File: src/rtl/countdown_ctrl.sv
// rtl/countdown_ctrl.sv - run controller for the countdown timer
//
// Debounces the start/set/inc keys, holds the BCD preset and sequences the
// down-counter through IDLE/SET/RUN/PAUSE/ALARM.
//
// Ports:
//   clock, reset      system clock, asynchronous active-high reset
//   tick_1hz          one-cycle pulse per second
//   key_start/set/inc raw asynchronous keys, active-high
//   count_zero        counter value is 00
//   load              one-cycle pulse: counter loads preset_h/preset_l
//   preset_h/l        BCD preset digits
//   count_en          counter may decrement on tick_1hz
//   beep              beeper drive
//   state             current FSM state
module countdown_ctrl #(
    parameter int         DEBOUNCE_CYCLES = 1000000,
    parameter logic [7:0] DEFAULT_PRESET  = 8'h60,
    parameter int         ALARM_SECS      = 5,
    parameter int         BEEP_DIV        = 25000
) (
    input  logic       clock,
    input  logic       reset,
    input  logic       tick_1hz,
    input  logic       key_start,
    input  logic       key_set,
    input  logic       key_inc,
    input  logic       count_zero,
    output logic       load,
    output logic [3:0] preset_h,
    output logic [3:0] preset_l,
    output logic       count_en,
    output logic       beep,
    output logic [2:0] state
);

    localparam int DB_W = $clog2(DEBOUNCE_CYCLES + 1);
    localparam int AL_W = $clog2(ALARM_SECS + 1);
    localparam int BP_W = $clog2(BEEP_DIV + 1);

    typedef enum logic [2:0] {
        ST_IDLE  = 3'd0,
        ST_SET   = 3'd1,
        ST_RUN   = 3'd2,
        ST_PAUSE = 3'd3,
        ST_ALARM = 3'd4
    } state_t;

    state_t st;
    assign state = st;

    // Key path: bit 0 = start, bit 1 = set, bit 2 = inc
    logic [2:0]      raw;
    logic [2:0]      sync1;
    logic [2:0]      sync2;
    logic [2:0]      level;
    logic [2:0]      level_d;
    logic [DB_W-1:0] db_cnt [3];
    logic [2:0]      press;

    assign raw = {key_inc, key_set, key_start};

    // The debounce counter runs only while the synchronised sample differs
    // from the accepted level; any agreeing sample restarts it.
    always_ff @(posedge clock or posedge reset) begin
        if (reset) begin
            sync1   <= '0;
            sync2   <= '0;
            level   <= '0;
            level_d <= '0;
            for (int i = 0; i < 3; i++) begin
                db_cnt[i] <= '0;
            end
        end else begin
            sync1   <= raw;
            sync2   <= sync1;
            level_d <= level;
            for (int i = 0; i < 3; i++) begin
                if (sync2[i] == level[i]) begin
                    db_cnt[i] <= '0;
                end else if (db_cnt[i] == DB_W'(DEBOUNCE_CYCLES - 1)) begin
                    level[i]  <= sync2[i];
                    db_cnt[i] <= '0;
                end else begin
                    db_cnt[i] <= db_cnt[i] + DB_W'(1);
                end
            end
        end
    end

    assign press = level & ~level_d;

    // Priority start > set > inc; lower-priority presses are dropped
    logic start_p;
    logic set_p;
    logic inc_p;
    logic any_p;

    assign start_p = press[0];
    assign set_p   = press[1] & ~press[0];
    assign inc_p   = press[2] & ~press[1] & ~press[0];
    assign any_p   = |press;

    // BCD increment with 99 -> 00 wrap
    logic [3:0] next_h;
    logic [3:0] next_l;

    always_comb begin
        next_h = preset_h;
        next_l = preset_l + 4'd1;
        if (preset_l == 4'd9) begin
            next_l = 4'd0;
            next_h = (preset_h == 4'd9) ? 4'd0 : preset_h + 4'd1;
        end
    end

    logic [AL_W-1:0] alarm_cnt;
    logic [BP_W-1:0] beep_cnt;

    always_ff @(posedge clock or posedge reset) begin
        if (reset) begin
            st        <= ST_IDLE;
            preset_h  <= DEFAULT_PRESET[7:4];
            preset_l  <= DEFAULT_PRESET[3:0];
            load      <= 1'b0;
            count_en  <= 1'b0;
            beep      <= 1'b0;
            alarm_cnt <= '0;
            beep_cnt  <= '0;
        end else begin
            load <= 1'b0;
            case (st)
                ST_IDLE: begin
                    count_en <= 1'b0;
                    beep     <= 1'b0;
                    if (start_p) begin
                        if ({preset_h, preset_l} != 8'h00) begin
                            st       <= ST_RUN;
                            load     <= 1'b1;
                            count_en <= 1'b1;
                        end
                    end else if (set_p) begin
                        st <= ST_SET;
                    end
                end

                ST_SET: begin
                    if (inc_p) begin
                        preset_h <= next_h;
                        preset_l <= next_l;
                    end else if (set_p) begin
                        st   <= ST_IDLE;
                        load <= 1'b1;
                    end
                end

                ST_RUN: begin
                    // While load is high the counter still holds its old
                    // value (possibly 00 after an alarm), so its zero flag is
                    // not trusted in that cycle.
                    if (count_zero && !load) begin
                        st        <= ST_ALARM;
                        count_en  <= 1'b0;
                        beep      <= 1'b0;
                        beep_cnt  <= '0;
                        alarm_cnt <= '0;
                    end else if (start_p) begin
                        st       <= ST_PAUSE;
                        count_en <= 1'b0;
                    end
                end

                ST_PAUSE: begin
                    count_en <= 1'b0;
                    if (start_p) begin
                        st       <= ST_RUN;
                        count_en <= 1'b1;
                    end else if (set_p) begin
                        st   <= ST_IDLE;
                        load <= 1'b1;
                    end
                end

                ST_ALARM: begin
                    count_en <= 1'b0;
                    if (any_p || (tick_1hz && alarm_cnt == AL_W'(ALARM_SECS - 1))) begin
                        st        <= ST_IDLE;
                        load      <= 1'b1;
                        beep      <= 1'b0;
                        beep_cnt  <= '0;
                        alarm_cnt <= '0;
                    end else begin
                        if (tick_1hz) begin
                            alarm_cnt <= alarm_cnt + AL_W'(1);
                        end
                        if (beep_cnt == BP_W'(BEEP_DIV - 1)) begin
                            beep     <= ~beep;
                            beep_cnt <= '0;
                        end else begin
                            beep_cnt <= beep_cnt + BP_W'(1);
                        end
                    end
                end

                default: begin
                    st        <= ST_IDLE;
                    load      <= 1'b0;
                    count_en  <= 1'b0;
                    beep      <= 1'b0;
                    alarm_cnt <= '0;
                    beep_cnt  <= '0;
                end
            endcase
        end
    end

endmodule

File: config.mk
export PLATFORM = sky130hd
export DESIGN_NAME = countdown_ctrl
export DESIGN_NICKNAME = d
export VERILOG_FILES = /design/src/rtl/countdown_ctrl.sv
export SDC_FILE = /design/constraint.sdc
export NUM_CORES = 1
export LEC_CHECK = 0
export ABC_AREA = 0
export BUFFER_PORTS_ARGS = -buffer_cell sky130_fd_sc_hd__buf_2
export CORE_MARGIN = 2
export CORE_UTILIZATION = 35
export CTS_CLUSTER_SIZE = 28
export DETAILED_ROUTE_END_ITERATION = 10
export PLACE_DENSITY_LB_ADDON = 0.12
export SETUP_SLACK_MARGIN = 0.15
export SKIP_CTS_REPAIR_TIMING = 1
export SYNTH_ARGS = -nofsm -noshare
export SYNTH_HDL_FRONTEND = slang
export SYNTH_SLANG_ARGS = --single-unit
File: constraint.sdc
create_clock -name clock -period 7.4 [get_ports clock]
set_clock_uncertainty 0.15 [all_clocks]
set_input_delay 0.74 -clock clock [delete_from_list [all_inputs] [get_ports clock]]
set_output_delay 0.74 -clock clock [all_outputs]
set_load 0.03 [all_outputs]
# After elaboration in Yosys (flattened, before gate mapping)
# Cells that the tools add are included.
[word_totals] ff_bits=104 inputBits=7 out_inout_bits=14 wordCells=120
[classes] n_addsub=7 eq_ne=22 n_mux=41 bitwise=14 n_reduce_logical=19
[op_table] op="20-bit two-way mux" count=6
[op_table] op="20-bit by 1-bit adder with 20-bit output (second input constant)" count=3
[op_table] op="20-bit equality test (second input constant)" count=3
[op_table] op="15-bit two-way mux" count=3
[op_table] op="15-bit one-hot mux with 3 select lines" count=1
[op_table] op="3-bit two-way mux" count=12
[op_table] op="15-bit by 1-bit adder with 15-bit output (second input constant)" count=1
[op_table] op="15-bit equality test (second input constant)" count=1
[op_table] op="3-bit != test (second input constant)" count=5
[op_table] op="3-bit one-hot mux with 5 select lines" count=1
[op_table] op="1-bit two-way mux" count=12
[op_table] op="2-bit AND reduction" count=6
[op_table] op="1-bit NOT" count=9
[op_table] op="3-bit one-hot mux with 3 select lines" count=1
[op_table] op="3-bit AND reduction" count=3
[op_table] op="4-bit by 1-bit adder with 4-bit output (second input constant)" count=2
[op_table] op="4-bit equality test (second input constant)" count=2
[op_table] op="4-bit two-way mux" count=2
[op_table] op="1-bit one-hot mux with 4 select lines" count=2
[op_table] op="8-bit nonzero test" count=1
[op_table] op="3-bit by 2-bit equality test with 1-bit output (second input constant)" count=2
[op_table] op="3-bit equality test (second input constant)" count=2
[op_table] op="2-bit != test (second input constant)" count=3
[op_table] op="3-bit OR reduction" count=2
[op_table] op="13 further kinds" count=18

# Logic depth before layout (Yosys ltp)
# Gate-level depths: netlist (run 1).
[depth] depth_word=7 depth_mapped=8

# Worst setup path after synthesis (run 1)
# Ideal clock, no wire load.
[synth_timing] kind="reg-to-reg" startpoint="register st[2], in the netlist state[2]" endpoint="register preset_h[3]" setup_time_ns=0.126 arrival_ns=1.934 required_time_ns=7.124 path_slack_ns=5.190 stages_incl_launch_ff=7 n_path_buf=1 cell_sequence="dfrtp_1 -> buf_2 -> nor3b_1 -> nand4_1 -> nor4_2 -> o21ai_0 -> a221o_1"
[synth_via] elab_chain_cells=2
[synth_lines] item="from (decl)" line_no="49" source="state_t st;"
[synth_lines] item="from (signal assigned)" line_no="122" source="st <= ST_IDLE;"
[synth_lines] item="from (signal assigned)" line_no="138" source="st <= ST_RUN;"
[synth_lines] item="from (signal assigned)" line_no="143" source="st <= ST_SET;"
[synth_lines] item="3-bit by 1-bit equality test with 1-bit output" line_no="132" source="case (st)"
[synth_lines] item="3-bit AND reduction (no source line)"
[synth_lines] item="to (signal assigned)" line_no="123" source="preset_h <= DEFAULT_PRESET[7:4];"
[synth_lines] item="to (signal assigned)" line_no="149" source="preset_h <= next_h;"
[synth_lines] item="to (decl)" line_no="30" source="output logic [3:0] preset_h,"
# Every way passes these cells.
# A chain may end at the register's enable or synchronous reset.

# Final worst setup path (run 1)
[layout_timing] startpoint="register level[0]" endpoint="register beep_cnt[8]"
[layout_via] elab_chain_cells=5
[layout_lines] item="from (decl)" line_no="56" source="logic [2:0] level;"
[layout_lines] item="from (signal, indexed assignment)" line_no="82" source="level[i] <= sync2[i];"
[layout_lines] item="3-bit bitwise AND" line_no="91" source="assign press = level & ~level_d;"
[layout_lines] item="3-bit OR reduction" line_no="102" source="assign any_p = |press;"
[layout_lines] item="1-bit logical OR" line_no="186" source="if (any_p || (tick_1hz && alarm_cnt == AL_W'(ALARM_SECS - 1))) begin"
[layout_lines] item="15-bit two-way mux" line_no="186"
[layout_lines] item="15-bit one-hot mux with 3 select lines" line_no="132"
[layout_lines] item="to (signal assigned)" line_no="200" source="beep_cnt <= beep_cnt + BP_W'(1);"
[layout_lines] item="to (decl)" line_no="118" source="logic [BP_W-1:0] beep_cnt;"
# Every way passes these cells.

==> out/qor_table.md, run 1 <==
| Quantity | Value | Unit |
|---|---|---|
| Main synth FF type | sky130_fd_sc_hd__dfrtp_1 | - |
| Net switching component of the power | 236 | uW |
| H-tree levels | 3 | - |
| Total Neg Setup Slack | 0 | ns |
| Number of routed nets with antenna violations | 0 | - |
| Total number of placement rows | 44 | - |
| Sequential power share | 52.1 | % |
| Clock root buffer | sky130_fd_sc_hd__clkbuf_16 | - |
| Clk Latency, worst-skew pair | 0.35 | ns |
| Synthesized Nets | 536 | - |
| Number of buffers between clock root and the deepest sink | 2 | - |
| Most used cells in the layout excluding fill and tap cells | 102 x sky130_fd_sc_hd__dfrtp_1, 84 x sky130_fd_sc_hd__nor2_1, 46 x sky130_fd_sc_hd__nand2_1 | - |
| Number of global-route vias before repair | 3,723 | - |
| Worst setup EP type | register | - |
| Yosys synthesis warning count | 0 | - |
| Count of state elements after synthesis | 104 | - |
| Type of element launching the critical path | register | - |
| Per-cell routed wire length | 13.7 | um |
| Number of antenna violations at the first check in global routing | 0 | - |
| Sinks on Clock Net | 104 | - |
| Worst hold-check path type | register to register | - |
| Die boundary height | 125 | um |
| Cell area after technology mapping | 0.00509 | sq mm |
| Number of detailed-route iterations in the first pass | 4 | - |
| Rel. slew slack | 27.0 | % |
| Area of the placeable core | 0.0144 | sq mm |
| Setup repair after global routing missed its margin | no | - |
| End of the critical path | beep_cnt[8] | - |
| Least-Margin Pin Slew | 1.09 | ns |
| Layout cells sized above 1 | 10.3 | % |
| Distinct cells, synth | 56 | - |
| Count of final max-slew check failures | 0 | - |
| Routability congestion estimate | 0.807 | - |
| Ant. Diodes | 0 | - |
| Crit path launch | level[0] | - |
| Arrival time of data at the critical path endpoint | 2.71 | ns |
| Top layer reached by signal wires | met4 | - |
| DR iter-0 viols | 207 | - |
| Internal power | 877 | uW |
| Min cycle time layout | 2.57 | ns |
| FF-to-FF path depth | 5 | - |
| Final clock period utilization by the worst path | 34.8 | % |
| Mean instance size in the synthesized netlist | 9.74 | sq um |
| Number of endpoints failing setup at the final stage | 0 | - |
| Wire length of the first global-routing pass | 17,900 | um |
| Met3 WL | 437 | um |
| I/O pin count | 21 | - |
| Via Count | 3,690 | - |
| Maximum frequency from static timing analysis | 0.388 | GHz |
| Worst setup path class | register to register | - |
| Total power per unit cell area | 196 | mW/mm^2 |
| Gr usage total | 13.9 | % |
| Reg-to-Reg End | beep_cnt[8] | - |
| Place WS | 4.55 | ns |
| Die W | 125 | um |
| Worst-case vdd ir drop | 113 | uV |
| Switching share of power | 21.2 | % |
| Required arrival time at the worst endpoint | 7.54 | ns |
| Routed length on met1 | 4890 | um |
| Area growth from synthesis to layout | 11.3 | % |
| Die ar. | 0.0155 | sq mm |
| Combinational cell fraction of total power | 2.5 | % |
| Leakage power figure | 0.00241 | uW |
| Largest net degree at the start of global routing | 63 | - |
| Total congestion overflow | 0 | - |
| Core utilization of the finished layout | 39.5 | % |
| Reg2reg start | level[0] | - |
| Final Hold Vio Count | 0 | - |
| Register clock-pin slew on the reported worst setup and hold paths | 0.07 | ns |
| Count of flip-flops with a built-in enable after synthesis | 0 | - |
| Leading cell type in the layout, fill and taps excluded | sky130_fd_sc_hd__dfrtp_1 | - |
| Part of the total power dissipated in the clock network | 45.5 | % |
| Input/output buffers | 20 | - |
| Setup slack after layout | 4.83 | ns |
| Clock tree from TritonCTS | yes | - |
| Half-perimeter wire length after placement | 6780 | um |
| Number of nets at the end of the flow | 553 | - |
| Average via count per standard cell | 5.06 | - |
| Sequential cell area fraction in the yosys report | 51.1 | % |
| Run status | finished clean | - |
| Drt drc | 0 | - |
| Async set-reset flop share out of synthesis | 100 | % |
| Effective utilization at floorplan | 35.4 | % |
| Maximum Capacitance Violations | 0 | - |
| Slack of the worst reg-to-reg path | 4.83 | ns |
| Routed wire length on met2 | 4520 | um |
| Num CTS Buffers | 9 | - |
| Gate count of the mapped netlist | 523 | - |
| Highest fanout seen on the critical path | 11 | - |
| Final WL | 9990 | um |
-- sequential cells by signal, summed over array words and instances (netlist names) --
name / count
beep: 1
sync2: 3
level_d: 3
state: 3
load: 1
count_en: 1
preset_l: 4
preset_h: 4
beep_cnt: 15
alarm_cnt: 3
db_cnt: 60
level: 3
sync1: 3
-- Yosys cell counts, types with 2 or more instances --
cell | instances | area [sq um]
sky130_fd_sc_hd__dfrtp_1 | 102 | 2550
sky130_fd_sc_hd__nor2_1 | 84 | 315
sky130_fd_sc_hd__nand2_1 | 46 | 173
sky130_fd_sc_hd__nand3_1 | 36 | 180
sky130_fd_sc_hd__xor2_1 | 34 | 298
sky130_fd_sc_hd__xnor2_1 | 30 | 263
sky130_fd_sc_hd__nor3_1 | 24 | 120
sky130_fd_sc_hd__nand4_1 | 15 | 93.8
sky130_fd_sc_hd__o21ai_0 | 15 | 75.1
sky130_fd_sc_hd__inv_1 | 12 | 45.0
sky130_fd_sc_hd__nand2b_1 | 11 | 68.8
sky130_fd_sc_hd__and3_1 | 10 | 62.6
sky130_fd_sc_hd__nor4_1 | 9 | 56.3
sky130_fd_sc_hd__buf_2 | 8 | 40.0
sky130_fd_sc_hd__a21oi_1 | 7 | 35.0
sky130_fd_sc_hd__ha_1 | 6 | 75.1
sky130_fd_sc_hd__or3_1 | 6 | 37.5
sky130_fd_sc_hd__clkbuf_1 | 5 | 18.8
sky130_fd_sc_hd__mux2_2 | 4 | 45.0
sky130_fd_sc_hd__nor2b_1 | 4 | 25.0
sky130_fd_sc_hd__or2_2 | 4 | 25.0
sky130_fd_sc_hd__a21boi_0 | 3 | 22.5
sky130_fd_sc_hd__a21o_1 | 3 | 22.5
sky130_fd_sc_hd__a31oi_1 | 3 | 18.8
sky130_fd_sc_hd__and4_1 | 3 | 26.3
sky130_fd_sc_hd__nor4b_1 | 3 | 26.3
sky130_fd_sc_hd__a221o_1 | 2 | 20.0
sky130_fd_sc_hd__a32o_1 | 2 | 20.0
sky130_fd_sc_hd__dfstp_2 | 2 | 52.6
sky130_fd_sc_hd__mux2i_1 | 2 | 20.0
sky130_fd_sc_hd__nor3b_1 | 2 | 15.0
sky130_fd_sc_hd__o31ai_1 | 2 | 15.0
-- power groups by stage --
stage	clock network [uW]	registers (uW)	logic (uW)
CTS	526	579	29.4
floorplan	0	589	21.1
global placement	0	590	29.3
finish	506	580	27.5
detailed placement	0	590	29.2
global route	550	580	33.0
-- cells by family (layout without fill, tap and decap cells) --
| family | count (synthesis) | after routing | share of synthesized area [%] |
|---|---|---|---|
| and+or+nand+nor | 268 | 268 | 26.4 |
| DFF | 104 | 104 | 51.1 |
| xor gates and xnor gates | 64 | 64 | 11.0 |
| muxes | 6 | 6 | 1.28 |
| buffers and inverters | 27 | 49 | 2.41 |
| AOI/OAI and AO/OA | 48 | 48 | 6.34 |
| adders and majority gates | 6 | 6 | 1.47 |
-- critical path: stages (launching register included) --
cell,delay [ns]
sky130_fd_sc_hd__dfrtp_1,0.42
sky130_fd_sc_hd__nand2b_1,0.27
sky130_fd_sc_hd__nand4_1,0.30
sky130_fd_sc_hd__nor3_1,0.94
sky130_fd_sc_hd__and3_2,0.33
sky130_fd_sc_hd__a221o_1,0.10
-- layout make-up --
type | instances | area, sq um
Sequential cell | 104 | 2610
Timing Repair Buffer | 21 | 108
Multi-Input combinational cell | 392 | 2370
Clock inverter | 5 | 81.3
Inverter | 12 | 47.5
Tap cell | 184 | 230
Fill cell | 1410 | 8700
Clock buffer | 11 | 233
-- per-layer routing --
metal  GRT usage [%]  vias up
li1                -     1840
met1            18.1     1788
met2            21.8       51
met3            5.41       11
met4            3.57        0
met5               0        -
-- worst min path at each step --
stage | endpoint | cells after the start | slack [ns] | start
2_1_floorplan | sync2[0] | 0 | 0.18 | sync1[0]
3_3_place_gp | sync2[2] | 0 | 0.18 | sync1[2]
3_5_place_dp | sync2[2] | 0 | 0.18 | sync1[2]
4_1_cts | sync2[2] | 0 | 0.20 | sync1[2]
5_1_grt | sync2[2] | 0 | 0.20 | sync1[2]
6_report | sync2[2] | 0 | 0.20 | sync1[2]
-- per-stage QoR --
step / cells / power (uW) / hold WS, ns / instance area, sq um
3_3_place_gp: 713 / 620 / 0.185 / 5360
4_1_cts: 729 / 1130 / 0.201 / 5670
2_1_floorplan: 523 / 610 / 0.181 / 5090
6_report: 729 / 1110 / 0.198 / 5670
5_1_grt: 729 / 1160 / 0.204 / 5670
3_5_place_dp: 713 / 620 / 0.185 / 5360
Power figures use the tool's default switching activity.
==> run 2, diff against run 1 <==
clock period = 2.3 ns   (was 7.4 ns; I/O delays follow)
==> run 2 against run 1 <==
Global-route usage about the same; via count increased by 3.1%; largest power group unchanged; fmax increased by 23%; worst setup slack got worse by 4.6 ns; worst hold slack got worse by 0.15 ns; sequential power increased to 3.2 times the previous value; non-clock buffer count increased by 25; design area increased by 4.5%; critical path depth unchanged; core utilization increased by 1.8 points; routed wire length increased by 4.6%; cell count increased by 3.4%.
==> out/qor_table.md, run 2 (same netlist as run 1, synthesis figures left out) <==
| Quantity | Value | Unit | vs previous |
|---|---|---|---|
| Worst hold-check path type | input pin to register | - |  |
| Effective utilization at floorplan | 35.4 | % | unchanged |
| Rel. slew slack | 55.2 | % | +28 points |
| CP max stage cell | sky130_fd_sc_hd__or4b_4 | - |  |
| Leakage power figure | 0.00255 | uW | +5.8% |
| Total number of placement rows | 44 | - | unchanged |
| Arrival time of data at the critical path endpoint | 2.18 | ns | -0.53 ns |
| Clock root buffer | sky130_fd_sc_hd__clkbuf_16 | - |  |
| Wire length of the first global-routing pass | 17,800 | um | -0.50% |
| Min cycle time layout | 2.09 | ns | -0.483 ns |
| Registers with the most flip-flops | db_cnt (60), beep_cnt (15) | - |  |
| Die ar. | 0.0155 | sq mm | unchanged |
| Register area | 0.00261 | sq mm | about the same |
| Half-perimeter wire length after placement | 7300 | um | +7.7% |
| Num CTS Buffers | 9 | - | unchanged |
| Global-route met2 utilization | 21.4 | % | -0.39 points |
| Highest fanout seen on the critical path | 4 | - | -7 |
| Worst-case vdd ir drop | 392 | uV | +250% |
| Area growth from synthesis to layout | 16.4 | % |  |
| Met3 track demand over resource in global routing | 4.30 | % | -1.1 points |
| Maximum Capacitance Violations | 0 | - | unchanged |
| Number of nets at the end of the flow | 578 | - | +4.5% |
| Critical path cell sequence | or4b_4 -> nor4b_4 -> nor3_2 -> and3_2 -> a221o_1 | - |  |
| Count of final max-slew check failures | 0 | - | unchanged |
| Setup repair after global routing missed its margin | yes | - |  |
| Type of element launching the critical path | register | - |  |
| Flip-flop count of the largest register after layout | 60 | - | unchanged |
| DR iter-0 viols | 245 | - | +18% |
| Final Hold Vio Count | 0 | - | unchanged |
| Total power per unit cell area | 601 | mW/mm^2 | +210% |
| Sinks on Clock Net | 104 | - | unchanged |
| Number of antenna violations at the first check in global routing | 0 | - | unchanged |
| Most used cells in the layout excluding fill and tap cells | 101 x sky130_fd_sc_hd__dfrtp_1, 83 x sky130_fd_sc_hd__nor2_1, 46 x sky130_fd_sc_hd__nand2_1 | - |  |
| I/O pin count | 21 | - | unchanged |
| Largest net degree at the start of global routing | 29 | - | -54% |
| Place WS | 0.0672 | ns | -4.48 ns |
| Reg with most FFs | db_cnt | - |  |
| Routability congestion estimate | 0.810 | - | +0.31% |
| Required arrival time at the worst endpoint | 2.38 | ns | -5.16 ns |
| Number of buffers between clock root and the deepest sink | 2 | - | unchanged |
| Number of endpoints failing setup at the final stage | 0 | - | unchanged |
| Largest incremental delay on the critical path | 0.54 | ns | -0.40 ns |
| Total congestion overflow | 0 | - | unchanged |
| Final WL | 10,400 | um | +4.6% |
| Per-cell routed wire length | 13.9 | um | +1.1% |
| Met1 capacity usage during global routing | 19.1 | % | +1.0 points |
| Count of fill cells added during filler insertion | 1,396 | - | -0.99% |
| Ant. Diodes | 0 | - | unchanged |
| Via Count | 3,804 | - | +3.1% |
| Die W | 125 | um | unchanged |
| Number of routed nets with antenna violations | 0 | - | unchanged |
| Worst setup EP type | register | - |  |
| Run status | finished clean | - |  |
| Total Neg Setup Slack | 0 | ns | unchanged |
| Gr usage total | 13.9 | % | +0.015 points |
| Maximum frequency from static timing analysis | 0.478 | GHz | +23% |
| Input/output buffers | 20 | - | unchanged |
| GRT busiest layer | met2 | - |  |
| Number of detailed-route iterations in the first pass | 4 | - | unchanged |
| Layout cells sized above 1 | 14.9 | % | +4.6 points |
| Drt drc | 0 | - | unchanged |
| Leading cell type in the layout, fill and taps excluded | sky130_fd_sc_hd__dfrtp_1 | - |  |
| Combined area of the multi-input logic cells | 0.00239 | sq mm | +1.2% |
| Average via count per standard cell | 5.05 | - | -0.33% |
| Worst setup path class | register to register | - |  |
| Clk Latency, worst-skew pair | 0.35 | ns | about the same |
| Area of the placeable core | 0.0144 | sq mm | unchanged |
| Final clock period utilization by the worst path | 90.9 | % | +56 points |
| Clock tree from TritonCTS | yes | - |  |
| Register clock-pin slew on the reported worst setup and hold paths | 0.07 | ns | about the same |
| H-tree levels | 3 | - | unchanged |
| Die boundary height | 125 | um | unchanged |
| Number of global-route vias before repair | 3,627 | - | -2.6% |
| Least-Margin Pin Slew | 0.670 | ns | -0.416 ns |
| Setup slack after layout | 0.209 | ns | -4.62 ns |
[run 2: cell types whose count changed in the layout (fill, tap and decap cells not counted), sizes merged]
cell         change
buf             +21
dlygate4sd3      +4
bufinv           -1
clkinv           -1
clkinvlp         +1
inv              +1
[run 2: final timing paths]
path / cells past startpoint / endpoint / slack (ns) / startpoint
min in group asynchronous: 3 / db_cnt[27] / 0.38 / reset
worst min-delay path: 3 / alarm_cnt[2] / 0.05 / tick_1hz
worst min register to register: 0 / sync2[2] / 0.21 / sync1[2]
worst max register to register: 5 / beep_cnt[8] / 0.21 / beep_cnt[11]
max in group asynchronous: 4 / preset_h[2] / 0.94 / reset
worst max-delay path: 5 / beep_cnt[8] / 0.21 / beep_cnt[11]
[run 2: power breakdown]
part / internal [uW] / switching, uW
Combinational: 38.1 / 73.7
Sequential: 1850 / 18.0
Clock: 885 / 703
[run 2: critical path: cells and delay by family (launching register included)]
family / cells / cell delay, ns
simple gates: 4 / 1.20
flops: 1 / 0.38
compound gates: 1 / 0.25
[run 2: per-layer routing]
layer | up-vias | part of all wire, % | routed length [um]
met4 | 0 | 1.1 | 112
met5 | - | 0 | 0
li1 | 1886 | - | -
met1 | 1851 | 48 | 5050
met3 | 8 | 4.1 | 426
met2 | 59 | 46 | 4850
[run 2: cell type report]
type	count	area share, %
tap	184	3.88
timing repair buffer	46	5.78
sequential	104	44.0
clock buffer	11	4.09
inverter	12	0.823
clock inverter	5	1.06
multi-input combinational	392	40.4
[run 2: metrics by stage]
| step | instances | util, % | cell area (sq um) | total power, uW | hold WS (ns) |
|---|---|---|---|---|---|
| CTS | 748 | 40.7 | 5840 | 3630 | -0.190 |
| global placement | 732 | 38.5 | 5540 | 2010 | 0.187 |
| global route | 754 | 41.3 | 5930 | 3720 | 0.0695 |
| finish | 754 | 41.3 | 5930 | 3560 | 0.0496 |
| floorplan | 523 | - | 5100 | 1960 | 0.111 |
| detailed placement | 732 | 38.5 | 5540 | 2010 | 0.190 |
